**src/rtl/integral_adc_sequencer_pkg.sv**
```systemverilog
// ----------------------------------------------------------------------------
// adc_seq_pkg
// Shared definitions for the dual-slope integrating ADC conversion sequencer:
//   - FSM state encoding (3-bit localparam constants)
//   - analog switch drive levels (switches are active-low)
//   - packed switch-group struct and the state -> switch decode function
//   - default timer/result width
// ----------------------------------------------------------------------------
package adc_seq_pkg;

    localparam int CNT_W_DEF = 16;

    localparam logic [2:0] ST_IDLE      = 3'd0;
    localparam logic [2:0] ST_AZ        = 3'd1;
    localparam logic [2:0] ST_INTEGRATE = 3'd2;
    localparam logic [2:0] ST_RUNDOWN   = 3'd3;
    localparam logic [2:0] ST_HOLD      = 3'd4;
    localparam logic [2:0] ST_DONE      = 3'd5;
    localparam logic [2:0] ST_DUMP      = 3'd6;

    localparam logic SW_OPEN   = 1'b1;
    localparam logic SW_CLOSED = 1'b0;

    typedef struct packed {
        logic input_charge;
        logic charge;
        logic discharge;
        logic discharge_end;
    } sw_t;

    localparam sw_t SW_ALL_OPEN = '{SW_OPEN, SW_OPEN, SW_OPEN, SW_OPEN};

    // At most one switch group is ever closed; everything else stays open.
    // pol selects the reference that drives the integrator back toward zero.
    function automatic sw_t sw_decode(input logic [2:0] st, input logic pol);
        sw_t s;
        s = SW_ALL_OPEN;
        case (st)
            ST_AZ, ST_DUMP: s.discharge_end = SW_CLOSED;
            ST_INTEGRATE:   s.input_charge  = SW_CLOSED;
            ST_RUNDOWN: begin
                if (pol) s.discharge = SW_CLOSED;
                else     s.charge    = SW_CLOSED;
            end
            default: ;
        endcase
        return s;
    endfunction

endpackage

```
**src/rtl/integral_adc_sequencer_if.sv**
```systemverilog
// ----------------------------------------------------------------------------
// integral_adc_sequencer_if
// Bundles the sequencer's request/config inputs, the comparator input, the
// analog switch outputs and the result/status outputs.
//   master : register block / analog model side (drives start, abort, cfg_*,
//            comp; observes switches and results)
//   slave  : the sequencer itself
// ----------------------------------------------------------------------------
interface integral_adc_sequencer_if
    import adc_seq_pkg::*;
    #(parameter int CNT_W = CNT_W_DEF);

    logic             start;
    logic             abort;
    logic [CNT_W-1:0] cfg_t_az;
    logic [CNT_W-1:0] cfg_t_int;
    logic [CNT_W-1:0] cfg_t_max;
    logic [CNT_W-1:0] cfg_t_hold;
    logic             comp;
    logic             input_charge;
    logic             charge;
    logic             discharge;
    logic             discharge_end;
    logic             busy;
    logic [CNT_W-1:0] result;
    logic             result_sign;
    logic             overrange;
    logic             result_valid;

    modport master (
        output start, abort, cfg_t_az, cfg_t_int, cfg_t_max, cfg_t_hold, comp,
        input  input_charge, charge, discharge, discharge_end,
        input  busy, result, result_sign, overrange, result_valid
    );

    modport slave (
        input  start, abort, cfg_t_az, cfg_t_int, cfg_t_max, cfg_t_hold, comp,
        output input_charge, charge, discharge, discharge_end,
        output busy, result, result_sign, overrange, result_valid
    );

endinterface

```
**src/rtl/integral_adc_sequencer_comp_sync.sv**
```systemverilog
// ----------------------------------------------------------------------------
// comp_sync
// Multi-flop synchronizer for the asynchronous integrator comparator.
//   clock  : system clock
//   reset  : asynchronous, active-high; clears the whole chain to 0
//   d_i    : asynchronous comparator level
//   q_o    : synchronized level, SYNC_STAGES cycles behind d_i
// ----------------------------------------------------------------------------
module comp_sync #(
    parameter int SYNC_STAGES = 2
) (
    input  logic clock,
    input  logic reset,
    input  logic d_i,
    output logic q_o
);

    logic [SYNC_STAGES-1:0] sync_q;

    always_ff @(posedge clock or posedge reset) begin
        if (reset) sync_q <= '0;
        else       sync_q <= {sync_q[SYNC_STAGES-2:0], d_i};
    end

    assign q_o = sync_q[SYNC_STAGES-1];

endmodule

```
**src/rtl/integral_adc_sequencer.sv**
```systemverilog
// ----------------------------------------------------------------------------
// integral_adc_sequencer
// Dual-slope integrating ADC conversion sequencer. A start request walks the
// integrator through autozero, fixed-time signal integration, reference
// run-down until the comparator crosses zero (or a timeout), and a hold
// phase, then presents the run-down count with a one-cycle valid strobe.
// An abort dumps the integrator for the autozero length and returns to idle
// without touching the previous result.
// Ports:
//   clock, reset : system clock, asynchronous active-high reset
//   bus (slave)  : start/abort requests, cfg_t_az/int/max/hold phase lengths,
//                  async comparator comp, active-low switch drives
//                  input_charge/charge/discharge/discharge_end, busy,
//                  result/result_sign/overrange with result_valid strobe
// ----------------------------------------------------------------------------
module integral_adc_sequencer
    import adc_seq_pkg::*;
#(
    parameter int CNT_W       = CNT_W_DEF,
    parameter int SYNC_STAGES = 2
) (
    input  logic                    clock,
    input  logic                    reset,
    integral_adc_sequencer_if.slave bus
);

    localparam logic [CNT_W-1:0] ONE = CNT_W'(1);

    // A programmed length of 0 still gives a one-cycle phase.
    function automatic logic [CNT_W-1:0] phase_len(input logic [CNT_W-1:0] v);
        return (v == '0) ? ONE : v;
    endfunction

    logic             comp_s;

    logic [2:0]       state_q, state_d;
    logic [CNT_W-1:0] tmr_q, tmr_d;
    logic [CNT_W-1:0] az_q, az_d;
    logic [CNT_W-1:0] int_q, int_d;
    logic [CNT_W-1:0] max_q, max_d;
    logic [CNT_W-1:0] hold_q, hold_d;
    logic             pol_q, pol_d;
    logic             busy_q, busy_d;
    logic             valid_q, valid_d;
    logic [CNT_W-1:0] result_q, result_d;
    logic             sign_q, sign_d;
    logic             ovr_q, ovr_d;
    sw_t              sw_q, sw_d;

    comp_sync #(.SYNC_STAGES(SYNC_STAGES)) u_comp_sync (
        .clock (clock),
        .reset (reset),
        .d_i   (bus.comp),
        .q_o   (comp_s)
    );

    always_comb begin
        state_d  = state_q;
        tmr_d    = tmr_q;
        az_d     = az_q;
        int_d    = int_q;
        max_d    = max_q;
        hold_d   = hold_q;
        pol_d    = pol_q;
        busy_d   = busy_q;
        valid_d  = 1'b0;
        result_d = result_q;
        sign_d   = sign_q;
        ovr_d    = ovr_q;

        case (state_q)
            ST_IDLE: begin
                if (bus.start) begin
                    state_d = ST_AZ;
                    tmr_d   = '0;
                    busy_d  = 1'b1;
                    az_d    = phase_len(bus.cfg_t_az);
                    int_d   = phase_len(bus.cfg_t_int);
                    max_d   = phase_len(bus.cfg_t_max);
                    hold_d  = phase_len(bus.cfg_t_hold);
                end
            end
            ST_AZ: begin
                if (tmr_q == az_q - ONE) begin
                    state_d = ST_INTEGRATE;
                    tmr_d   = '0;
                end else begin
                    tmr_d   = tmr_q + ONE;
                end
            end
            ST_INTEGRATE: begin
                if (tmr_q == int_q - ONE) begin
                    state_d = ST_RUNDOWN;
                    tmr_d   = '0;
                    pol_d   = comp_s;
                end else begin
                    tmr_d   = tmr_q + ONE;
                end
            end
            ST_RUNDOWN: begin
                // Zero crossing takes priority over the timeout on the same cycle.
                if (comp_s != pol_q) begin
                    state_d  = ST_HOLD;
                    tmr_d    = '0;
                    result_d = tmr_q;
                    sign_d   = pol_q;
                    ovr_d    = 1'b0;
                end else if (tmr_q == max_q - ONE) begin
                    state_d  = ST_HOLD;
                    tmr_d    = '0;
                    result_d = max_q;
                    sign_d   = pol_q;
                    ovr_d    = 1'b1;
                end else begin
                    tmr_d    = tmr_q + ONE;
                end
            end
            ST_HOLD: begin
                if (tmr_q == hold_q - ONE) begin
                    state_d = ST_DONE;
                    tmr_d   = '0;
                    valid_d = 1'b1;
                end else begin
                    tmr_d   = tmr_q + ONE;
                end
            end
            ST_DONE: begin
                state_d = ST_IDLE;
                tmr_d   = '0;
                busy_d  = 1'b0;
            end
            ST_DUMP: begin
                if (tmr_q == az_q - ONE) begin
                    state_d = ST_IDLE;
                    tmr_d   = '0;
                    busy_d  = 1'b0;
                end else begin
                    tmr_d   = tmr_q + ONE;
                end
            end
            default: begin
                state_d = ST_IDLE;
                tmr_d   = '0;
                busy_d  = 1'b0;
            end
        endcase

        // Abort overrides any phase exit decided above and discards a result
        // that would have been latched on this edge.
        if (bus.abort && (state_q != ST_IDLE) && (state_q != ST_DUMP)) begin
            state_d  = ST_DUMP;
            tmr_d    = '0;
            busy_d   = 1'b1;
            valid_d  = 1'b0;
            pol_d    = pol_q;
            result_d = result_q;
            sign_d   = sign_q;
            ovr_d    = ovr_q;
        end

        // Switches are registered from the next state so they move on the
        // same edge as the state register.
        sw_d = sw_decode(state_d, pol_d);
    end

    always_ff @(posedge clock or posedge reset) begin
        if (reset) begin
            state_q  <= ST_IDLE;
            tmr_q    <= '0;
            az_q     <= ONE;
            int_q    <= ONE;
            max_q    <= ONE;
            hold_q   <= ONE;
            pol_q    <= 1'b0;
            busy_q   <= 1'b0;
            valid_q  <= 1'b0;
            result_q <= '0;
            sign_q   <= 1'b0;
            ovr_q    <= 1'b0;
            sw_q     <= SW_ALL_OPEN;
        end else begin
            state_q  <= state_d;
            tmr_q    <= tmr_d;
            az_q     <= az_d;
            int_q    <= int_d;
            max_q    <= max_d;
            hold_q   <= hold_d;
            pol_q    <= pol_d;
            busy_q   <= busy_d;
            valid_q  <= valid_d;
            result_q <= result_d;
            sign_q   <= sign_d;
            ovr_q    <= ovr_d;
            sw_q     <= sw_d;
        end
    end

    assign bus.input_charge  = sw_q.input_charge;
    assign bus.charge        = sw_q.charge;
    assign bus.discharge     = sw_q.discharge;
    assign bus.discharge_end = sw_q.discharge_end;
    assign bus.busy          = busy_q;
    assign bus.result        = result_q;
    assign bus.result_sign   = sign_q;
    assign bus.overrange     = ovr_q;
    assign bus.result_valid  = valid_q;

endmodule

```
**src/flat_wrapper.sv**
```systemverilog
// flat-port wrapper written by rule: the top's interface ports become plain ports
module integral_adc_sequencer_flat import adc_seq_pkg::*;
#(
    parameter int CNT_W       = CNT_W_DEF,
    parameter int SYNC_STAGES = 2
)
  (clock, reset, bus_start, bus_abort, bus_cfg_t_az, bus_cfg_t_int, bus_cfg_t_max, bus_cfg_t_hold, bus_comp, bus_input_charge, bus_charge, bus_discharge, bus_discharge_end, bus_busy, bus_result, bus_result_sign, bus_overrange, bus_result_valid);
  integral_adc_sequencer_if #(.CNT_W(CNT_W)) bus_i ();
  input  logic clock;
  input  logic reset;
  input wire logic [$bits(bus_i.start)-1:0] bus_start;
  input wire logic [$bits(bus_i.abort)-1:0] bus_abort;
  input wire logic [$bits(bus_i.cfg_t_az)-1:0] bus_cfg_t_az;
  input wire logic [$bits(bus_i.cfg_t_int)-1:0] bus_cfg_t_int;
  input wire logic [$bits(bus_i.cfg_t_max)-1:0] bus_cfg_t_max;
  input wire logic [$bits(bus_i.cfg_t_hold)-1:0] bus_cfg_t_hold;
  input wire logic [$bits(bus_i.comp)-1:0] bus_comp;
  output wire logic [$bits(bus_i.input_charge)-1:0] bus_input_charge;
  output wire logic [$bits(bus_i.charge)-1:0] bus_charge;
  output wire logic [$bits(bus_i.discharge)-1:0] bus_discharge;
  output wire logic [$bits(bus_i.discharge_end)-1:0] bus_discharge_end;
  output wire logic [$bits(bus_i.busy)-1:0] bus_busy;
  output wire logic [$bits(bus_i.result)-1:0] bus_result;
  output wire logic [$bits(bus_i.result_sign)-1:0] bus_result_sign;
  output wire logic [$bits(bus_i.overrange)-1:0] bus_overrange;
  output wire logic [$bits(bus_i.result_valid)-1:0] bus_result_valid;
  assign bus_i.start = bus_start;
  assign bus_i.abort = bus_abort;
  assign bus_i.cfg_t_az = bus_cfg_t_az;
  assign bus_i.cfg_t_int = bus_cfg_t_int;
  assign bus_i.cfg_t_max = bus_cfg_t_max;
  assign bus_i.cfg_t_hold = bus_cfg_t_hold;
  assign bus_i.comp = bus_comp;
  assign bus_input_charge = bus_i.input_charge;
  assign bus_charge = bus_i.charge;
  assign bus_discharge = bus_i.discharge;
  assign bus_discharge_end = bus_i.discharge_end;
  assign bus_busy = bus_i.busy;
  assign bus_result = bus_i.result;
  assign bus_result_sign = bus_i.result_sign;
  assign bus_overrange = bus_i.overrange;
  assign bus_result_valid = bus_i.result_valid;
  integral_adc_sequencer #(.CNT_W(CNT_W), .SYNC_STAGES(SYNC_STAGES)) u_core (.clock(clock), .reset(reset), .bus(bus_i));
endmodule
```
**config.mk**
```make
export PLATFORM = sky130hd
export DESIGN_NAME = integral_adc_sequencer_flat
export DESIGN_NICKNAME = d
export VERILOG_FILES = /design/src/rtl/integral_adc_sequencer_pkg.sv /design/src/rtl/integral_adc_sequencer_if.sv /design/src/rtl/integral_adc_sequencer_comp_sync.sv /design/src/rtl/integral_adc_sequencer.sv /design/src/flat_wrapper.sv
export SDC_FILE = /design/constraint.sdc
export NUM_CORES = 1
export LEC_CHECK = 0
export BUFFER_PORTS_ARGS = -buffer_cell sky130_fd_sc_hd__buf_2
export CORE_MARGIN = 2
export CORE_UTILIZATION = 46
export CTS_BUF_LIST = sky130_fd_sc_hd__clkbuf_4 sky130_fd_sc_hd__clkbuf_8 sky130_fd_sc_hd__clkbuf_16
export DETAILED_ROUTE_END_ITERATION = 16
export GPL_ROUTABILITY_DRIVEN = 0
export PLACE_DENSITY = 0.67
export SLEW_MARGIN = 20
export SYNTH_ARGS = -nofsm -noshare
export SYNTH_HDL_FRONTEND = slang
export SYNTH_SLANG_ARGS = --single-unit
```
**constraint.sdc**
```tcl
create_clock -name clock -period 4.25 [get_ports clock]
set_input_delay 0.85 -clock clock [delete_from_list [all_inputs] [get_ports clock]]
set_output_delay 0.85 -clock clock [all_outputs]
set_load 0.02 [all_outputs]
```
### Yosys cells after proc, flatten, opt, wreduce, memory -nomap -nowiden

Index checks and enable logic that the tools add are counted.

* bits in registers: 110
* input port bits: 69
* output and inout port bits: 24
* logic and storage cells: 98

* add/subtract/negate cells: 5
* eq/ne operators: 18
* multiplexer cells: 42
* bitwise logic cells: 1
* reductions and logical operators: 15

Operator list (number)
* two-way mux 16 bit: 13
* one-hot mux 16 bit (5 select lines): 1
* equality test 16 bit: 4
* logical NOT 16 bit: 4
* subtractor 16 x 1 -> 16 bit, second input constant: 4
* two-way mux 3 bit: 8
* one-hot mux 3 bit (6 select lines): 1
* two-way mux 1 bit: 17
* adder 16 x 1 -> 16 bit, second input constant: 1
* equality test 3 x 2 -> 1 bit, second input constant: 4
* equality test 3 bit, second input constant: 3
* equality test 3 x 1 -> 1 bit, second input constant: 2
* AND reduction 3 bit: 2
* OR reduction 2 bit: 2
* OR reduction 4 bit: 1
* logical NOT 3 bit: 1
* inequality test 3 x 1 -> 1 bit, second input constant: 1
* inequality test 3 x 2 -> 1 bit, second input constant: 1
* inequality test 3 bit, second input constant: 1
* one-hot mux 1 bit (3 select lines): 1
* nonzero test 3 bit: 1
* logical AND 1 bit: 2
* two-way mux 2 bit: 1
* inequality test 2 x 1 -> 1 bit, second input constant: 1
* other kinds (4): 4

### Logic depth before layout (Yosys ltp)

* depth in word-level cells: 9
* mapped depth: 14
* gate-level depth less buffers: 11

### By module

Synthesis repeated with hierarchy kept, for this count alone.

* cells, all modules: 747
* area, all modules: 7055.5 um2

By module, submodules not included
* integral_adc_sequencer: times used 1, cells an instance 744, area an instance 7001.7 um2, seq. area each 2712.6 um2
* comp_sync: times used 1, cells an instance 3, area an instance 53.8 um2, seq. area each 50.0 um2

### Worst setup path after synthesis

Ideal clock, no wire load.

* kind: register to register
* start: reg u_core.hold_q[0]
* end: reg u_core.tmr_q[11]
* library setup time: 130 ps
* data arrival time: 3426 ps
* data required time: 4120 ps
* slack: 694 ps
* stages on the path, launching flop included: 15
* buffers on the path: 3
* clock period less this slack: 3556 ps
* cells stage by stage: dfstp_2 -> clkbuf_1 -> inv_1 -> ha_1 -> buf_1 -> xor3_1 -> o32ai_1 -> a211oi_1 -> or4_1 -> a2111oi_0 -> a211o_1 -> a31oi_1 -> buf_2 -> o22ai_1 -> o21ai_0

* longest elaborated chain between the ends: 5

Ends and longest elaborated chain
* start: declaration: line integral_adc_sequencer.sv:41 `logic [CNT_W-1:0] hold_q, hold_d;`
* start signal: assignment: line integral_adc_sequencer.sv:187 `hold_q <= hold_d;`
* subtractor 16 x 1 -> 16 bit: line integral_adc_sequencer.sv:119 `if (tmr_q == hold_q - ONE) begin`
* equality test 16 bit: line integral_adc_sequencer.sv:119
* two-way mux 16 bit: line integral_adc_sequencer.sv:119
* one-hot mux 16 bit (5 select lines): line integral_adc_sequencer.sv:71 `case (state_q)`
* two-way mux 16 bit: line integral_adc_sequencer.sv:150 `if (bus.abort && (state_q != ST_IDLE) && (state_q != ST_DUMP)) begin`
* end signal: assignment: line integral_adc_sequencer.sv:183 `tmr_q <= tmr_d;`
* end: declaration: line integral_adc_sequencer.sv:37 `logic [CNT_W-1:0] tmr_q, tmr_d;`

Every way passes these cells.
A chain may end at the register's enable or synchronous reset.

### Worst setup path after layout

* start: reg u_core.max_q[1]
* end: reg u_core.result_q[6], in the netlist u_core.bus.result[6]

* longest elaborated chain between the ends: 4

Ends and longest elaborated chain
* start: declaration: line integral_adc_sequencer.sv:40 `logic [CNT_W-1:0] max_q, max_d;`
* start signal: assignment: line integral_adc_sequencer.sv:186 `max_q <= max_d;`
* subtractor 16 x 1 -> 16 bit: line integral_adc_sequencer.sv:108 `end else if (tmr_q == max_q - ONE) begin`
* equality test 16 bit: line integral_adc_sequencer.sv:108
* nonzero test 2 bit (no line)
* AND reduction 3 bit (no line)
* end signal: assignment: line integral_adc_sequencer.sv:191 `result_q <= result_d;`
* end: declaration: line integral_adc_sequencer.sv:45 `logic [CNT_W-1:0] result_q, result_d;`

Every way passes these cells.

==> flow_summary_export.csv <==
group,metric,value,unit
synthesis,post_synth_instance_area,7392,um^2
synthesis,synth-main-ff-cell,"dfrtp_1",
critical_path,arrival,4.09,ns
global_routing,grt_max_degree,61,
finish,final_layout_size_suffix_gt1_share,26.09,%
finish,layout.area.seq,2763,um^2
clock_network,cts_hold_buf,0,
synthesis,synth_cell_types,78,
die,row_count,46,
pwr,p_leak,3.493,nW
run_status,status,"completed",
synthesis,synth_edf_count,0,
pwr,powerDensity,627.4,nW/um^2
sta,fin_crit,3.794,ns
clock_network,cts_tree,"built",
finish,fillers,1515,
synthesis,ys_seq_area_share,37.37,%
sta,slew_violations,0,
synthesis,synth_top_area_share,34.53,%
clock_network,h-tree-depth,3,
finish,fin_area,8378,um^2
global_routing,overflow,0,
synthesis,synth_commonest_cells,"dfrtp_1 (102), nor2_1 (68), xnor2_1 (58), mux2_2 (52), nand2_1 (51)",
synthesis,syn_area_per_cell,9.240,um^2
routing,vias,6280,
synthesis,synth_fp_nets,874,
finish,final_cells,1090,
routing,first_pass_iters,5,
critical_path,worstRegToRegCells,12,
global_routing,grt_use_met1,32.58,%
die,chipWidth,130.8,um
synthesis,synthCells,800,
global_routing,gr-usage-all-layers,22.86,%
global_routing,grt_pass1_wl,30290,um
die,initial_core_util,46.87,%
routing,wl_per_cell,17.21,um
critical_path,worst_path_largest_cell_delay,0.66,ns
critical_path,critPathSlowestCell,"or4b_1",
sta,clock.fmax,0.2636,GHz
pwr,ir_drop,0.2966,mV
die,die_y,130.8,um
clock_network,ctsResizeCount,0,
clock_network,cts_buffer_depth,2,
global_routing,grt_antenna_before_repair,0,
die,dieArea,17100,um^2
die,pin_count,93,
global_routing,grt-busiest-layer,"met2",
synthesis,yosysTopAreaCell,"dfrtp_1",
critical_path,cp-startpoint,"u_core.max_q[1]",
synthesis,yosysWarningCount,0,
critical_path,critPathMaxFanout,27,
critical_path,end_kind,"register",
clock_network,worstSkewPairLatency,0.37,ns
pwr,p_total,5.257,mW
finish,n_antenna_cell,0,
critical_path,crit_required,4.55,ns
routing,drc,0,
sta,setup_tns,0,ns
critical_path,crit_type,"reg2reg",
critical_path,timing.rr.end,"u_core.bus.result[6]",
critical_path,r2r_start,"u_core.max_q[1]",
critical_path,r2r_slack,0.46,ns
sta,finalClockSkew,0.009772,ns
finish,nets,943,
synthesis,synth-seq-cells,110,
job,maxCapViolations,0,
sta,rsz0062_at_grt,"no",
global_routing,grt_pass1_vias,5720,
clock_network,clock-root-buffer,"clkbuf_16",
synthesis,yosysMostFrequentCell,"dfrtp_1",
placement,placed_area,8078,um^2
critical_path,crit_end,"u_core.bus.result[6]",
synthesis,ys_async_sr_fraction,100.0,%
finish,multi_input_area,4307,um^2
sta,slew_headroom,49.52,%
routing,first_iter_violations,536,
clock_network,cts_setup_buffers,0,
clock_network,clk_pin_slew_worst_paths,0.08,ns
sta,tightest_slew,0.7572,ns
min_path,hold_class,"reg2reg",
global_routing,grt.met3_usage,4.601,%
critical_path,path_cells,"inv_1 -> ha_1 -> or4b_1 -> nor4b_2 -> xnor2_1 -> or4_1 -> a311oi_2 -> a21oi_2 -> nor3_4 -> buf_12 -> nor2_1 -> a21oi_1",
clock_network,cts.sink_count,110,
critical_path,setup.worst_path.start_class,"register",
finish,syn_to_final_growth,13.34,%
sta,hold_violations,0,
global_routing,use_met2,34.96,%
sta,setup_viol,0,
routing,ant_nets,0,
placement,io_buffers,92,
placement,dpl.cell_count,1074,
clock_network,cts_buffers,9,
sta,period_share,89.27,%
routing,routed_wl,18760,um
placement,dp_hpwl,14010,um
routing,viasPerCell,5.761,
synthesis,synthTopCellsByArea,"dfrtp_1 (35%), mux2_2 (7.9%), xnor2_1 (6.9%)",
die,core,15770,um^2
where the power goes:
| part | total (mW) | internal (mW) | switching [mW] |
|---|---|---|---|
| clock | 0.868 | 0.430 | 0.438 |
| combinational | 2.37 | 1.16 | 1.22 |
| sequential | 2.01 | 1.41 | 0.601 |
| total | 5.26 | 3.00 | 2.25 |
cell usage in the layout (no fill, tap or decap), types with 10 or more instances in the layout:
master,n
inv_1,23
nand4_1,12
dfrtp_1,102
nand3_1,18
nor2_1,68
a21oi_2,15
xor2_1,22
o21ai_0,30
a21oi_1,21
nand2_1,51
buf_4,22
nor3_1,28
nand2b_1,10
o22ai_1,11
buf_2,92
nor4_1,27
xnor2_1,58
mux2i_1,19
or3_1,14
mux2_2,52
or4_1,11
stage by stage:
stage	setup WS, ns	utilization [%]	hold slack [ns]
3_3_place_gp	0.5801	51.22	0.3405
3_5_place_dp	0.4737	51.22	0.3371
4_1_cts	0.4421	53.13	0.3624
5_1_grt	0.1555	53.13	0.3746
6_report	0.4562	53.13	0.3577
2_1_floorplan	0.5109	-	0.3312
area by class of cell:
type / count / share of cell area, %
inverters: 24 / 1.105
multi-input cells: 609 / 51.40
clock buffers: 10 / 2.852
repair buffers: 115 / 7.706
clock inverters: 6 / 0.7318
well taps: 216 / 3.226
flip-flops and latches: 110 / 32.97
flip-flops by register name, summed over array words and instances, names as in the netlist, 2 cells and up:
signal	flops
u_core.hold_q	16
u_core.tmr_q	16
u_core.az_q	16
u_core.int_q	16
u_core.u_comp_sync.sync_q	2
u_core.bus.result	16
u_core.state_q	3
u_core.max_q	16
worst max-delay path: cells and delay by family (launching register included):
| family | cells | cell delay [ns] |
|---|---|---|
| and+or+nand+nor | 5 | 2.01 |
| buffers and inverters | 2 | 0.34 |
| DFF | 1 | 0.41 |
| AOI/OAI and AO/OA | 3 | 0.59 |
| xor gates and xnor gates | 1 | 0.09 |
| adders and majority gates | 1 | 0.27 |
how the worst min path moves through the flow:
stage | slack, ns | cells past startpoint | start | to
floorplan | 0.33 | 0 | u_core.u_comp_sync.sync_q[0] | u_core.u_comp_sync.sync_q[1]
global placement | 0.34 | 0 | u_core.u_comp_sync.sync_q[0] | u_core.u_comp_sync.sync_q[1]
detailed placement | 0.34 | 0 | u_core.u_comp_sync.sync_q[0] | u_core.u_comp_sync.sync_q[1]
CTS | 0.36 | 0 | u_core.u_comp_sync.sync_q[0] | u_core.u_comp_sync.sync_q[1]
global route | 0.37 | 0 | u_core.u_comp_sync.sync_q[0] | u_core.u_comp_sync.sync_q[1]
finish | 0.36 | 0 | u_core.u_comp_sync.sync_q[0] | u_core.u_comp_sync.sync_q[1]
cells by family after synthesis:
family,synth area share (%)
and+or+nand+nor,21.51
buffers and inverters,4.536
DFF,37.37
adders and majority gates,0.8463
xor gates and xnor gates,10.22
AOI/OAI and AO/OA,14.86
muxes,10.65
metal layers:
layer  up-vias  part of all wire (%)
li1       3056                     -
met1      2996                    46
met2       199                    45
met3        29                   6.2
met4         0                   2.2
met5         -                     0
(Power assumes the default switching activity.)
